`src/rtl/alu_seq_pkg.sv`:
```
// Shared encodings for the ALU operand sequencer: FSM states, command byte
// layout and ALU operation selects.
package alu_seq_pkg;

  localparam logic [1:0] ST_IDLE  = 2'd0;
  localparam logic [1:0] ST_GET_A = 2'd1;
  localparam logic [1:0] ST_GET_B = 2'd2;
  localparam logic [1:0] ST_ISSUE = 2'd3;

  localparam int CMD_ACC_A    = 3;
  localparam int CMD_UNARY    = 4;
  localparam int CMD_RSVD_MSB = 7;
  localparam int CMD_RSVD_LSB = 5;

  typedef enum logic [2:0] {
    ALU_ADD  = 3'd0,
    ALU_SUB  = 3'd1,
    ALU_AND  = 3'd2,
    ALU_OR   = 3'd3,
    ALU_XOR  = 3'd4,
    ALU_SHL  = 3'd5,
    ALU_SHR  = 3'd6,
    ALU_ADD2 = 3'd7
  } alu_sel_e;

  function automatic logic cmd_rsvd_err(input logic [7:0] cmd);
    return |cmd[CMD_RSVD_MSB:CMD_RSVD_LSB];
  endfunction

endpackage

```
`src/rtl/alu_seq_timeout.sv`:
```
// Idle-cycle counter for operand collection; expire fires on the LIMIT-th
// consecutive enabled cycle so the caller can abort on that same edge.
module alu_seq_timeout #(
  parameter int LIMIT = 255
) (
  input  logic clk,
  input  logic rst,
  input  logic clr,
  input  logic en,
  output logic expire
);

  localparam logic [7:0] LAST = 8'(LIMIT - 1);

  logic [7:0] cnt_q, cnt_d;

  assign expire = en & ~clr & (cnt_q == LAST);

  always_comb begin
    cnt_d = cnt_q;
    if (clr)     cnt_d = '0;
    else if (en) cnt_d = cnt_q + 8'd1;
  end

  always_ff @(posedge clk) begin
    if (rst) cnt_q <= '0;
    else     cnt_q <= cnt_d;
  end

endmodule

```
`src/rtl/alu_operand_sequencer.sv`:
```
// Collects command/operand bytes from a byte stream and issues them to the
// combinational ALU, capturing the result into a reusable accumulator.
module alu_operand_sequencer
  import alu_seq_pkg::*;
#(
  parameter int WIDTH   = 8,
  parameter int OPW     = 3,
  parameter int TIMEOUT = 255
) (
  input  logic             clk,
  input  logic             rst,
  input  logic [7:0]       in_data,
  input  logic             in_valid,
  output logic             in_ready,
  output logic [WIDTH-1:0] a_out,
  output logic [WIDTH-1:0] b_out,
  output logic [OPW-1:0]   sel_out,
  output logic             issue_valid,
  input  logic             issue_ready,
  input  logic [WIDTH-1:0] res_in,
  input  logic             carry_in,
  output logic [WIDTH-1:0] acc_out,
  output logic             acc_carry,
  output logic             busy,
  output logic             err,
  output logic [7:0]       ops_count
);

  logic [1:0]       state_q, state_d;
  logic [WIDTH-1:0] a_q, a_d, b_q, b_d, acc_q, acc_d;
  logic [OPW-1:0]   sel_q, sel_d;
  logic             unary_q, unary_d;
  logic             carry_q, carry_d;
  logic             err_q, err_d;
  logic [7:0]       ops_q, ops_d;
  logic             collecting, to_expire;

  assign collecting = (state_q == ST_GET_A) || (state_q == ST_GET_B);

  // GET_A/GET_B always accept, so any in_valid there is a consumed byte.
  alu_seq_timeout #(.LIMIT(TIMEOUT)) u_timeout (
    .clk    (clk),
    .rst    (rst),
    .clr    (~collecting | in_valid),
    .en     (collecting & ~in_valid),
    .expire (to_expire)
  );

  always_comb begin
    state_d = state_q;
    a_d     = a_q;
    b_d     = b_q;
    sel_d   = sel_q;
    unary_d = unary_q;
    acc_d   = acc_q;
    carry_d = carry_q;
    ops_d   = ops_q;
    err_d   = 1'b0;
    case (state_q)
      ST_IDLE: begin
        if (in_valid) begin
          if (cmd_rsvd_err(in_data)) begin
            err_d = 1'b1;
          end else begin
            sel_d   = in_data[OPW-1:0];
            unary_d = in_data[CMD_UNARY];
            if (in_data[CMD_ACC_A]) begin
              a_d = acc_q;
              if (in_data[CMD_UNARY]) begin
                b_d     = '0;
                state_d = ST_ISSUE;
              end else begin
                state_d = ST_GET_B;
              end
            end else begin
              state_d = ST_GET_A;
            end
          end
        end
      end
      ST_GET_A: begin
        if (in_valid) begin
          a_d = WIDTH'(in_data);
          if (unary_q) begin
            b_d     = '0;
            state_d = ST_ISSUE;
          end else begin
            state_d = ST_GET_B;
          end
        end else if (to_expire) begin
          err_d   = 1'b1;
          state_d = ST_IDLE;
        end
      end
      ST_GET_B: begin
        if (in_valid) begin
          b_d     = WIDTH'(in_data);
          state_d = ST_ISSUE;
        end else if (to_expire) begin
          err_d   = 1'b1;
          state_d = ST_IDLE;
        end
      end
      ST_ISSUE: begin
        // Operands stay frozen until the ALU stage takes them.
        if (issue_ready) begin
          acc_d   = res_in;
          carry_d = carry_in;
          ops_d   = ops_q + 8'd1;
          state_d = ST_IDLE;
        end
      end
      default: state_d = ST_IDLE;
    endcase
  end

  always_ff @(posedge clk) begin
    if (rst) begin
      state_q <= ST_IDLE;
      a_q     <= '0;
      b_q     <= '0;
      sel_q   <= '0;
      unary_q <= 1'b0;
      acc_q   <= '0;
      carry_q <= 1'b0;
      ops_q   <= '0;
      err_q   <= 1'b0;
    end else begin
      state_q <= state_d;
      a_q     <= a_d;
      b_q     <= b_d;
      sel_q   <= sel_d;
      unary_q <= unary_d;
      acc_q   <= acc_d;
      carry_q <= carry_d;
      ops_q   <= ops_d;
      err_q   <= err_d;
    end
  end

  assign in_ready    = (state_q != ST_ISSUE);
  assign issue_valid = (state_q == ST_ISSUE);
  assign busy        = (state_q != ST_IDLE);
  assign a_out       = a_q;
  assign b_out       = b_q;
  assign sel_out     = sel_q;
  assign acc_out     = acc_q;
  assign acc_carry   = carry_q;
  assign ops_count   = ops_q;
  assign err         = err_q;

endmodule

```
`config.mk`:
```
export PLATFORM = sky130hd
export DESIGN_NAME = alu_operand_sequencer
export DESIGN_NICKNAME = d
export VERILOG_FILES = /design/src/rtl/alu_seq_pkg.sv /design/src/rtl/alu_seq_timeout.sv /design/src/rtl/alu_operand_sequencer.sv
export SDC_FILE = /design/constraint.sdc
export NUM_CORES = 1
export LEC_CHECK = 0
export CORE_UTILIZATION = 47
export CTS_CLUSTER_SIZE = 20
export DETAILED_ROUTE_END_ITERATION = 7
export PLACE_DENSITY_LB_ADDON = 0.05
export SYNTH_ARGS = -nofsm -noshare
export SYNTH_HDL_FRONTEND = slang
export SYNTH_HIERARCHICAL = 1
export SYNTH_SLANG_ARGS = --single-unit
```
`constraint.sdc`:
```
create_clock -name clk -period 3.2 [get_ports clk]
set_clock_uncertainty 0.15 [all_clocks]
set_input_delay 0.48 -clock clk [delete_from_list [all_inputs] [get_ports clk]]
set_output_delay 0.48 -clock clk [all_outputs]
set_load 0.02 [all_outputs]
```
# Word-level counts from Yosys, hierarchy flattened
# Cells that the tools add are included.
dict set report op_classes {
  add_sub_neg 2
  n_eq_ne 13
  mux 27
  bitwise_logic 8
  reduce_logical 13
}
# cell count
set op_table {}
lappend op_table {{2-to-1 mux 8 bit} 10}
lappend op_table {{one-hot mux 8 bit (3 select lines)} 1}
lappend op_table {{adder 8 x 1 -> 8 bit, second input constant} 2}
lappend op_table {{inequality test 2 bit, second input constant} 8}
lappend op_table {{one-hot mux 8 bit (2 select lines)} 1}
lappend op_table {{2-to-1 mux 2 bit} 7}
lappend op_table {{equality test 8 bit, second input constant} 1}
lappend op_table {{one-hot mux 2 bit (4 select lines)} 1}
lappend op_table {{AND reduction 8 bit} 1}
lappend op_table {{2-to-1 mux 1 bit} 6}
lappend op_table {{AND reduction 3 bit} 2}
lappend op_table {{AND reduction 5 bit} 1}
lappend op_table {{equality test 2 bit, second input constant} 2}
lappend op_table {{inverter 1 bit} 4}
lappend op_table {{nonzero test 2 bit} 2}
lappend op_table {{OR reduction 2 bit} 2}
lappend op_table {{bitwise AND 1 bit} 3}
lappend op_table {{nonzero test 3 bit} 1}
lappend op_table {{OR reduction 3 bit} 1}
lappend op_table {{equality test 2 x 1 -> 1 bit, second input constant} 1}
lappend op_table {{logical NOT 2 bit} 1}
lappend op_table {{inequality test 2 x 1 -> 1 bit, second input constant} 1}
lappend op_table {{one-hot mux 1 bit (2 select lines)} 1}
lappend op_table {{AND reduction 2 bit} 1}
lappend op_table {{2 further kinds} 2}
dict set report totals {
  reg_bits 48
  input_bits 21
  output_inout_bits 40
  word_cells 73
}

# Longest topological paths before layout
dict set report logic_depth {
  word_depth 10
  mapped_depth 11
  depth_no_buf 10
}

# Hierarchy
# Netlist, hierarchy kept.
# mod instances cells_each area_per_inst_um2 seq_area_each_um2
set modules_own_cells {}
lappend modules_own_cells {alu_operand_sequencer 1 190 1761.7 800.8}
lappend modules_own_cells {alu_seq_timeout 1 44 390.4 160.2}

# Least setup slack after synthesis
# Ideal clock, no wire load.
dict set report synth_path {
  path_kind {flip-flop to flip-flop}
  from {register state_q[0]}
  to {register state_q[0]}
  setup_time_ps 121
  t_arrival_ps 2023
  t_required_ps 2929
  slack_ps 906
  path_stages_with_launch 12
  path_buffers 1
  period_less_slack_ps 2294
  path_cell_list {dfxtp_1 inv_1 ha_1 nand2b_1 inv_1 buf_4 nand4_4 nor4_1 inv_1 a21oi_1 a2111oi_0 mux2_2}
}
dict set report synth_via {
  elab_chain_len 10
  elab_cells_between_ends 19
  classes_between {6 x eq/ne; 4 x mux; 6 x bitwise; 3 x reduce/logical}
}
# item line
set synth_rtl {}
lappend synth_rtl {{start, declared} alu_operand_sequencer.sv:29} ;# logic [1:0] state_q, state_d;
lappend synth_rtl {{start signal, assigned} alu_operand_sequencer.sv:129} ;# state_q <= state_d;
lappend synth_rtl {{equality test 2 x 1 -> 1 bit or equality test 2 bit (tied branches)} alu_operand_sequencer.sv:38} ;# assign collecting = (state_q == ST_GET_A) || (state_q == ST_GET_B);
lappend synth_rtl {{logical OR 1 bit *} alu_operand_sequencer.sv:38}
lappend synth_rtl {{inverter 1 bit} alu_operand_sequencer.sv:44} ;# .clr (~collecting | in_valid),
lappend synth_rtl {{bitwise OR 1 bit} alu_operand_sequencer.sv:44}
lappend synth_rtl {{inverter 1 bit} alu_seq_timeout.sv:17} ;# assign expire = en & ~clr & (cnt_q == LAST);
lappend synth_rtl {{bitwise AND 1 bit * (2 in a row)} alu_seq_timeout.sv:17}
lappend synth_rtl {{net to_expire} alu_operand_sequencer.sv:36} ;# logic collecting, to_expire;
lappend synth_rtl {{2-to-1 mux 2 bit *} -}
lappend synth_rtl {{2-to-1 mux 2 bit (on tied branches)} -}
lappend synth_rtl {{one-hot mux 2 bit (4 select lines) *} alu_operand_sequencer.sv:59} ;# case (state_q)
# The timed path passes the listed nets; every way through them passes the cells marked *.
# A chain may end at the register's enable or synchronous reset.

# Worst setup path after layout
# Same ends and word-level chain as after synthesis.

==> results.sh <==
export IMPL_io_pins=61
export IMPL_layout_commonest_cell="clkdlybuf4s50_1"
export IMPL_final_hold_violation_count=0
export IMPL_r2r_start="state_q[0]"
export IMPL_leakage_nw=1.07
export IMPL_gr_total_overflow=0
export IMPL_synthArstFlopShare=0
export IMPL_dr_pass1_iters=4
export IMPL_synthFlopType="dfxtp_1"
export IMPL_outcome="finished clean"
export IMPL_max_cap_violations=0
export IMPL_clock_sinks=48
export IMPL_drive_above_1_share=0.0746
export IMPL_wl_per_cell_um=14.5
export IMPL_power_frac_seq=0.389
export IMPL_grt_pass1_wl_um=8320
export IMPL_slew_headroom=0.580
export IMPL_fillers=387
export IMPL_cpMostUsedCell="inv_1"
export IMPL_criticalPathCategory="reg2reg"
export IMPL_p_sw_mw=0.556
export IMPL_nNetsFinal=324
export IMPL_coreArea_um2=4380
export IMPL_finalMaxSlewViolations=0
export IMPL_crit_path_start_kind="register"
export IMPL_synth_seq_cells=48
export IMPL_pwr_share_comb=0.333
export IMPL_die_w_um=69.7
export IMPL_chipHeight_um=69.7
export IMPL_synth_area_leaders="dfxtp_1, mux2i_1, nand2_1, nor2_1, ha_1"
export IMPL_setup_ws_ns=0.554
export IMPL_worstMarginPinSlew_ns=0.630
export IMPL_antenna_found_initial=0
export IMPL_cts_tree="yes"
export IMPL_cts_buffer_depth=2
export IMPL_period_needed_ns=2.65
export IMPL_slowest_delay_ns=0.42
export IMPL_cts_resized=0
export IMPL_yosys_area_top_type="dfxtp_1"
export IMPL_r2r_slack_ns=0.55
export IMPL_dpl_hpwl_um=3710
export IMPL_initial_core_util=0.491
export IMPL_antenna_cells=0
export IMPL_grt_max_degree=21
export IMPL_cts_max_level=2
export IMPL_place_ws_ns=0.389
export IMPL_setup_violations_final=0
export IMPL_synth_edf_count=0
export IMPL_synth_cells=234
export IMPL_r2r_end="state_q[0]"
export IMPL_grt_pass1_vias=1749
export IMPL_seq_area_um2=961
export IMPL_ir_drop_v=0.000262
export IMPL_cpMaxStageDelayCell="dfxtp_1"
export IMPL_setup_tns_ns=0
export IMPL_syn_area_um2=2150
export IMPL_syn_nets=264
export IMPL_cts_hold_buf=0
export IMPL_rsz0062_at_grt="no"
export IMPL_ys_warn_count=6
export IMPL_p_per_area_nw_per_um2=588
export IMPL_ys_seq_area_frac=0.447
export IMPL_vias_per_cell=5.32
export IMPL_worstHoldPathCells=2
export IMPL_ff2ff_path_depth=10
export IMPL_cp_buffers_inverters=3
export IMPL_holdPathEnd="acc_out[1]"
export IMPL_post_route_drc_count=0
export IMPL_insertion_delay_ns=0.30
export IMPL_root_buffer="clkbuf_8"
export IMPL_gp_congestion=0.863
export IMPL_multiInputGateArea_um2=1100
export IMPL_cp_required_ns=3.24
export IMPL_port_buffers=60
export IMPL_cp_max_fo=8
export IMPL_p_int_mw=1.16
export IMPL_area_delta_synth_final_pct=35.5
export IMPL_min_period_over_period=0.827
export IMPL_synth_avg_cell_area_um2=9.20
export IMPL_holdCritPathClass="reg2reg"
export IMPL_drt_iter0_drc=77
export IMPL_p_sw_frac=0.325
export IMPL_groute_usage_overall=0.215
export IMPL_ant_nets=0
export IMPL_postCtsSetupBuffers=0
export IMPL_clk_pin_slew_ns=0.09
export IMPL_synth_top_area_frac=0.447
export IMPL_via_count=1846
export IMPL_fp_dieArea_um2=4850
export IMPL_fmax_mhz=378
export IMPL_worstHoldStart="acc_out[1]"
export IMPL_end_kind="register"
export IMPL_clockPowerShare=0.277
export IMPL_cts_buffers=5
export IMPL_yosysUniqueCellTypes=40
export IMPL_rows=24
export IMPL_routed_wl_um=5020
export IMPL_crit_arrival_ns=2.69
export IMPL_path_delay_family="simple AND/OR/NAND/NOR gates"
export IMPL_crit_chain="inv_1 > ha_1 > nand2b_1 > inv_1 > nand4_4 > nor4_1 > inv_1 > a21oi_1 > a2111oi_0 > mux2_2"
export IMPL_final_cell_mix="clkdlybuf4s50_1, dfxtp_1, nand2_1, nor2_1, a21oi_1"
## power groups by stage
stage / Sequential (mW) / Clock, mW / Combinational [mW]
after floorplan: 0.707 / 0 / 0.365
after detailed placement: 0.682 / 0 / 0.569
after global placement: 0.680 / 0 / 0.561
after global routing: 0.674 / 0.509 / 0.627
after CTS: 0.668 / 0.487 / 0.570
final: 0.667 / 0.475 / 0.571
## layer usage
layer / track usage / up-vias / routed length (um)
met5: 0 / - / 0
met4: 0.0667 / 0 / 59
met3: 0.0480 / 7 / 200
met2: 0.369 / 44 / 2490
met1: 0.269 / 862 / 2270
li1: - / 933 / -
## worst register-to-register path, stage by stage, from the launching register on
cell and delay (ns):
dfxtp_1 0.42, inv_1 0.12, ha_1 0.30, nand2b_1 0.08, inv_1 0.23, nand4_4 0.17, nor4_1 0.42, inv_1 0.11
a21oi_1 0.16, a2111oi_0 0.10, mux2_2 0.27
## kinds of logic after synthesis
family | count (synthesis) | synth area share
buffers and inverters | 20 | 0.0430
muxes | 13 | 0.0610
AOI/OAI and AO/OA | 44 | 0.156
xor gates and xnor gates | 11 | 0.0448
and+or+nand+nor | 89 | 0.197
DFF | 48 | 0.447
adders and majority gates | 9 | 0.0523
## sequential cells by signal, indices dropped and copies added (netlist names)
register         flops
unary_q              1
state_q              2
a_out                8
err                  1
acc_carry            1
b_out                8
acc_out              8
sel_out              3
ops_count            8
u_timeout/cnt_q      8
## how the worst max path moves through the flow
stage                    start  slack [ns]  cells past startpoint          to
floorplan           state_q[0]        0.91                     11  state_q[0]
global placement      in_valid        0.47                      9  state_q[0]
detailed placement    in_valid        0.39                      9  state_q[0]
CTS                 state_q[0]        0.56                     10  state_q[0]
global route        state_q[0]        0.34                     10  state_q[0]
finish              state_q[0]        0.55                     10  state_q[0]
## synthesized netlist by cell type (all sizes together) (2+ instances only)
library cell	instances
nor2	31
buf	5
xor2	9
and3	3
ha	9
a21oi	15
inv	9
mux2i	12
xnor2	2
nand4	8
nand2b	4
or3	2
nand2	31
nor3	3
o21ai	3
a211oi	10
clkbuf	6
a22o	8
dfxtp	48
## area by class of cell
type | count | area share
Multi-Input combinational cell | 166 | 0.377
Sequential cell | 48 | 0.330
Timing Repair Buffer | 64 | 0.216
Clock buffer | 7 | 0.0330
Tap cell | 52 | 0.0223
Inverter | 9 | 0.0116
Clock inverter | 1 | 0.0103
## stage by stage
| stage | area (um2) | util | hold WS [ns] | total power, mW | instances |
|---|---|---|---|---|---|
| floorplan | 2150 | - | 0.308 | 1.07 | 234 |
| finish | 2920 | 0.665 | 0.319 | 1.71 | 347 |
| global placement | 2790 | 0.636 | 0.292 | 1.24 | 339 |
| global route | 2920 | 0.665 | 0.348 | 1.81 | 347 |
| detailed placement | 2790 | 0.636 | 0.313 | 1.25 | 339 |
| CTS | 2920 | 0.665 | 0.324 | 1.73 | 347 |
Note: power is estimated with default switching activity, not from simulation.
==> variant 1: new RTL, same settings <==
Make the reset (`rst`) asynchronous in 2 clocked blocks.
--- a/src/rtl/alu_seq_timeout.sv
+++ b/src/rtl/alu_seq_timeout.sv
@@ -22,7 +22,7 @@
     else if (en) cnt_d = cnt_q + 8'd1;
   end
 
-  always_ff @(posedge clk) begin
+  always_ff @(posedge clk or posedge rst) begin
     if (rst) cnt_q <= '0;
     else     cnt_q <= cnt_d;
   end
--- a/src/rtl/alu_operand_sequencer.sv
+++ b/src/rtl/alu_operand_sequencer.sv
@@ -114,7 +114,7 @@
     endcase
   end
 
-  always_ff @(posedge clk) begin
+  always_ff @(posedge clk or posedge rst) begin
     if (rst) begin
       state_q <= ST_IDLE;
       a_q     <= '0;
Behaviour: differs if rst is asserted again (counterexample within 4 cycles, from zero or initial values and one cycle with rst high); with rst held inactive, the same outputs for 10 cycles.
==> variant 1 against the unedited design <==
Cell area grew 7.6%; synthesized area grew 9.2%; cell count shrank 2.0%; non-clock buffer count shrank 2; worst setup slack gained 0.15 ns; wire length shrank 1.2%; maximum frequency grew 6.0%; first-iteration DRC count grew 27%; sequential cell count is the same; die area grew 8.9%.
Power is not compared: it rests on default switching activity, and its combinational part moved more than twofold at a synthesized area within 25%.
==> variant 1: results (changes against the unedited design) <==
- Critical R2R Capture: state_q[0]$_DFFE_PP0P_
- Detailed-router iteration count before antenna repair: 4 (unchanged)
- Post-synth ARST share: 100% (+100 points)
- Post-Syn Area per Cell: 11.2 um2 (+22%)
- Post-synthesis sequential area ratio: 51.1% (+6.5 points)
- Met2 WL: 2370 um (-5.0%)
- Clk Latency, worst-skew pair: 0.30 ns (about the same)
- WL met1: 2330 um (+2.5%)
- Yosys Warn Count: 6 (unchanged)
- DR vias/cell: 5.10 (-4.1%)
- Nets@finish: 302 (-6.8%)
- Reg-to-reg startpoint: state_q[0]$_DFFE_PP0P_
- CP delay by family, top: buffers and inverters
- Most common cell in the synthesized netlist: dfrtp_1
- Worst-margin pin slew: 0.683 ns (+0.0530 ns)
- EDFF count, synth: 0 (unchanged)
- H-tree depth: 2 (unchanged)
- Share of cells above drive strength 1: 11.7% (+4.3 points)
- LEAKAGE: 1.35 nW
- CTS max path bufs: 2 (unchanged)
- Peak VDD IR: 0.000454 V
- Mapped Nets: 240 (-9.1%)
- Vias: 1734 (-6.1%)
- Status: finished, final reports clean
- Reg2Reg Depth: 9 (-1)
- Placed cells: 332 (-2.1%)
- Most area-consuming cells after synthesis: dfrtp_1 51%, mux2i_1 6.8%, mux2_2 6.7%, ha_1 4.8%, inv_1 2.7%
- Top sig layer: met4
- Cell variety after synth: 41 (+2.5%)
- Crit path max-delay cell type: clkdlybuf4s50_1
- CP peak stage delay: 0.61 ns (+0.19 ns)
- PortBufs: 60 (unchanged)
- Ant diodes: 0 (unchanged)
- Initial antenna violation count: 0 (unchanged)
- Setup Buffers After CTS: 0 (unchanged)
- Final Wtd Congestion: 0.814 (-5.7%)
- GRT Total Usage: 20.9% (-0.60 points)
- Worst reg2reg setup slack: 0.79 ns (+0.24 ns)
- Starting DRC count in detailed routing: 98 (+27%)
- Total CTS buffers: 5 (unchanged)
- Critical Path AT: 1.87 ns (-0.82 ns)
- Post-DP HPWL: 3730 um (+0.46%)
- Worst-path fanout max: 6 (-2)
- CP startpoint: state_q[0]$_DFFE_PP0P_
- Top cells by count, synth: 48 x dfrtp_1, 17 x inv_1, 17 x nand2_1, 17 x nor2_1, 16 x mux2i_1
- Clock input transition at the sequential cells of the worst setup and hold paths: 0.09 ns (about the same)
- Largest net degree at the start of global routing: 25 (+19%)
- DR WL/cell: 14.6 um (+0.84%)
- Met3 WL post-DR: 198 um (-1.0%)
- First-pass GRT wire length: 8360 um (+0.41%)
- Hold WC Path Type: primary input to asynchronous set/reset pin
- Fillers: 420 (+8.5%)
- Worst Setup EP: busy
- Cts repair resizes: 0 (unchanged)
==> variant 1: changes by cell type after synthesis, sizes merged, moves of 8 or more <==
cell    change
a211oi      -8
inv         +8
nor2       -14
mux2       +13
nand2      -14
dfxtp      -48
a22o        -8
dfrtp      +48
==> variant 1: routing by layer <==
metal	vias to the layer above	track usage, %
li1	844	-
met1	840	28.3
met2	43	34.5
met3	7	3.18
met4	0	7.19
met5	-	0
==> variant 1: through the flow <==
step,instance area (um2),hold WS (ns),power [mW],setup WS (ns)
after floorplan,2350,0.146,1.99,1.04
after global placement,3020,0.311,2.57,0.515
after detailed placement,3020,0.325,2.60,0.430
after CTS,3140,0.338,3.07,0.681
after global routing,3140,0.361,3.24,0.548
final,3140,0.333,3.03,0.704
==> variant 1: worst reg2reg max path: cells and delay by family (launching register included) <==
family,cells,cell delay [ns]
simple gates,5,0.99
fa+ha+maj,1,0.30
mux,1,0.27
compound gates,1,0.06
flops,1,0.43
buf+inv,1,0.11
==> variant 1: cell families after synthesis <==
group	synth area share, %
xor gates and xnor gates	4.10
AOI/OAI and AO/OA	8.20
muxes	13.5
buffers and inverters	4.69
DFF	51.1
and+or+nand+nor	13.6
adders and majority gates	4.79
==> variant 1: area by class of cell <==
class / count / share of cell area [%]
Timing Repair Buffer: 62 / 20.0
Multi-Input combinational cell: 138 / 33.1
Inverter: 17 / 2.03
Sequential cell: 48 / 38.3
Tap cell: 67 / 2.67
Clock buffer: 6 / 2.63
Clock inverter: 2 / 1.24
==> variant 1: power by group <==
part / internal, mW / switching, mW / total [mW]
registers: 0.837 / 0.173 / 1.01
logic: 0.762 / 0.797 / 1.56
clock network: 0.256 / 0.205 / 0.461
total: 1.86 / 1.18 / 3.03
==> variant 2: new RTL, config.mk and constraints unchanged <==
Without the edit above. Change the parameter `WIDTH` from 8 to 9.
--- a/src/rtl/alu_operand_sequencer.sv
+++ b/src/rtl/alu_operand_sequencer.sv
@@ -3,7 +3,7 @@
 module alu_operand_sequencer
   import alu_seq_pkg::*;
 #(
-  parameter int WIDTH   = 8,
+  parameter int WIDTH   = 9,
   parameter int OPW     = 3,
   parameter int TIMEOUT = 255
 ) (
Ports: changed (resized a_out, acc_out, b_out and res_in); port bits go from 61 to 65. The function was not compared with the original's and may differ.
==> variant 2 against the unedited design <==
Register-to-register slack improved by 0.13 ns; power increased by 4.3%; wire length increased by 12%; highest routed layer unchanged; via count increased by 12%; largest power group unchanged; synthesized cell count increased by 14%; cell count increased by 12%; core utilization decreased by 1.4 points; worst setup slack improved by 0.040 ns; cell area increased by 6.9%; clock power decreased by 20%; sequential cell count increased by 2; synthesized area increased by 11%; sequential power increased by 7.8%.
==> variant 2: results (changes against the unedited design) <==
- Routed WL: 5610 um (+12%)
- Worst reg2reg setup slack: 0.68 ns (+0.13 ns)
- LEAKAGE: 1.08 nW (+0.23%)
- Post-Syn Area per Cell: 8.91 um2 (-3.1%)
- Status: finished, final reports clean
- Final Wtd Congestion: 0.773 (-10%)
- CP peak stage delay: 0.64 ns (+0.22 ns)
- Xor and xnor area share after synthesis: 4.05% (-0.43 points)
- Fillers: 429 (+11%)
- Hold slack: 0.319 ns (-0.0000880 ns)
- Worst-margin pin slew: 1.14 ns (+0.513 ns)
- Critical R2R Capture: b_out[2]$_SDFFE_PP0P_
- Starting DRC count in detailed routing: 154 (+100%)
- Fraction of the mapped netlist area in compound gates: 19.3% (+3.7 points)
- Most area-consuming cells after synthesis: dfxtp_1 42%, a21oi_1 5.3%, mux2i_1 5.0%, nand2_1 5.0%, ha_1 4.7%
- Ant diodes: 0 (unchanged)
- Fmax: 0.384 GHz (+1.5%)
- GRT Total Usage: 21.7% (+0.20 points)
- Peak VDD IR: 0.000315 V (+20%)
- PortBufs: 63 (+5.0%)
- DR vias/cell: 5.35 (+0.53%)
- Met2 global-route usage: 35.5% (-1.4 points)
- Met1 GRT Util: 27.3% (+0.41 points)
- Multiplexer share of the synthesized area: 5.68% (-0.42 points)
- Worst Setup EP: busy
- Post-place setup slack: 0.567 ns (+0.178 ns)
- Vias in the first global route: 1866 (+6.7%)
- Adder-cell share of the synthesized area: 4.73% (-0.50 points)
- Reg2Reg Depth: 6 (-4)
- CP delay by family, top: buffers and inverters
- Crit path max-delay cell type: clkdlybuf4s50_1
- Mapped Nets: 298 (+13%)
- Met3 usage: 5.80% (+1.0 points)
- Placed cells: 380 (+12%)
- Post-DP HPWL: 4020 um (+8.3%)
- Share of cells above drive strength 1: 5.30% (-2.2 points)
- Total Power: 1.79 mW (+4.3%)
- Met3 WL post-DR: 285 um (+43%)
- Critical Path AT: 1.98 ns (-0.71 ns)
- Startpoint of the worst hold path: acc_carry$_SDFFE_PP0P_
- Combinational power share: 38.6% (+5.3 points)
-- variant 2: changes by cell type in the layout (fill, tap and decap cells not counted), sizes merged, moves of 2 or more --
cell           change
o311ai             +8
o21ai              +2
nor2               -9
a21oi             +10
clkdlybuf4s50      +3
dfxtp              +2
nor4b              +2
nand3              +7
a22o               -8
o41ai              +8
-- variant 2: area by class of cell --
| type | instances | area (um2) | area share [%] |
|---|---|---|---|
| Tap cell | 67 | 83.8 | 2.69 |
| Sequential cell | 50 | 1000 | 32.1 |
| Multi-Input combinational cell | 186 | 1240 | 39.9 |
| Inverter | 10 | 37.5 | 1.20 |
| Clock inverter | 1 | 5.00 | 0.161 |
| Clock buffer | 7 | 86.3 | 2.77 |
| Timing Repair Buffer | 67 | 661 | 21.2 |
-- variant 2: logic make-up (layout without fill, tap and decap cells) --
logic type,Yosys count,count (layout)
fa+ha+maj,9,9
other cells,1,1
flops,50,50
compound gates,64,64
xor+xnor,11,11
simple gates,88,88
mux,13,13
buf+inv,31,85
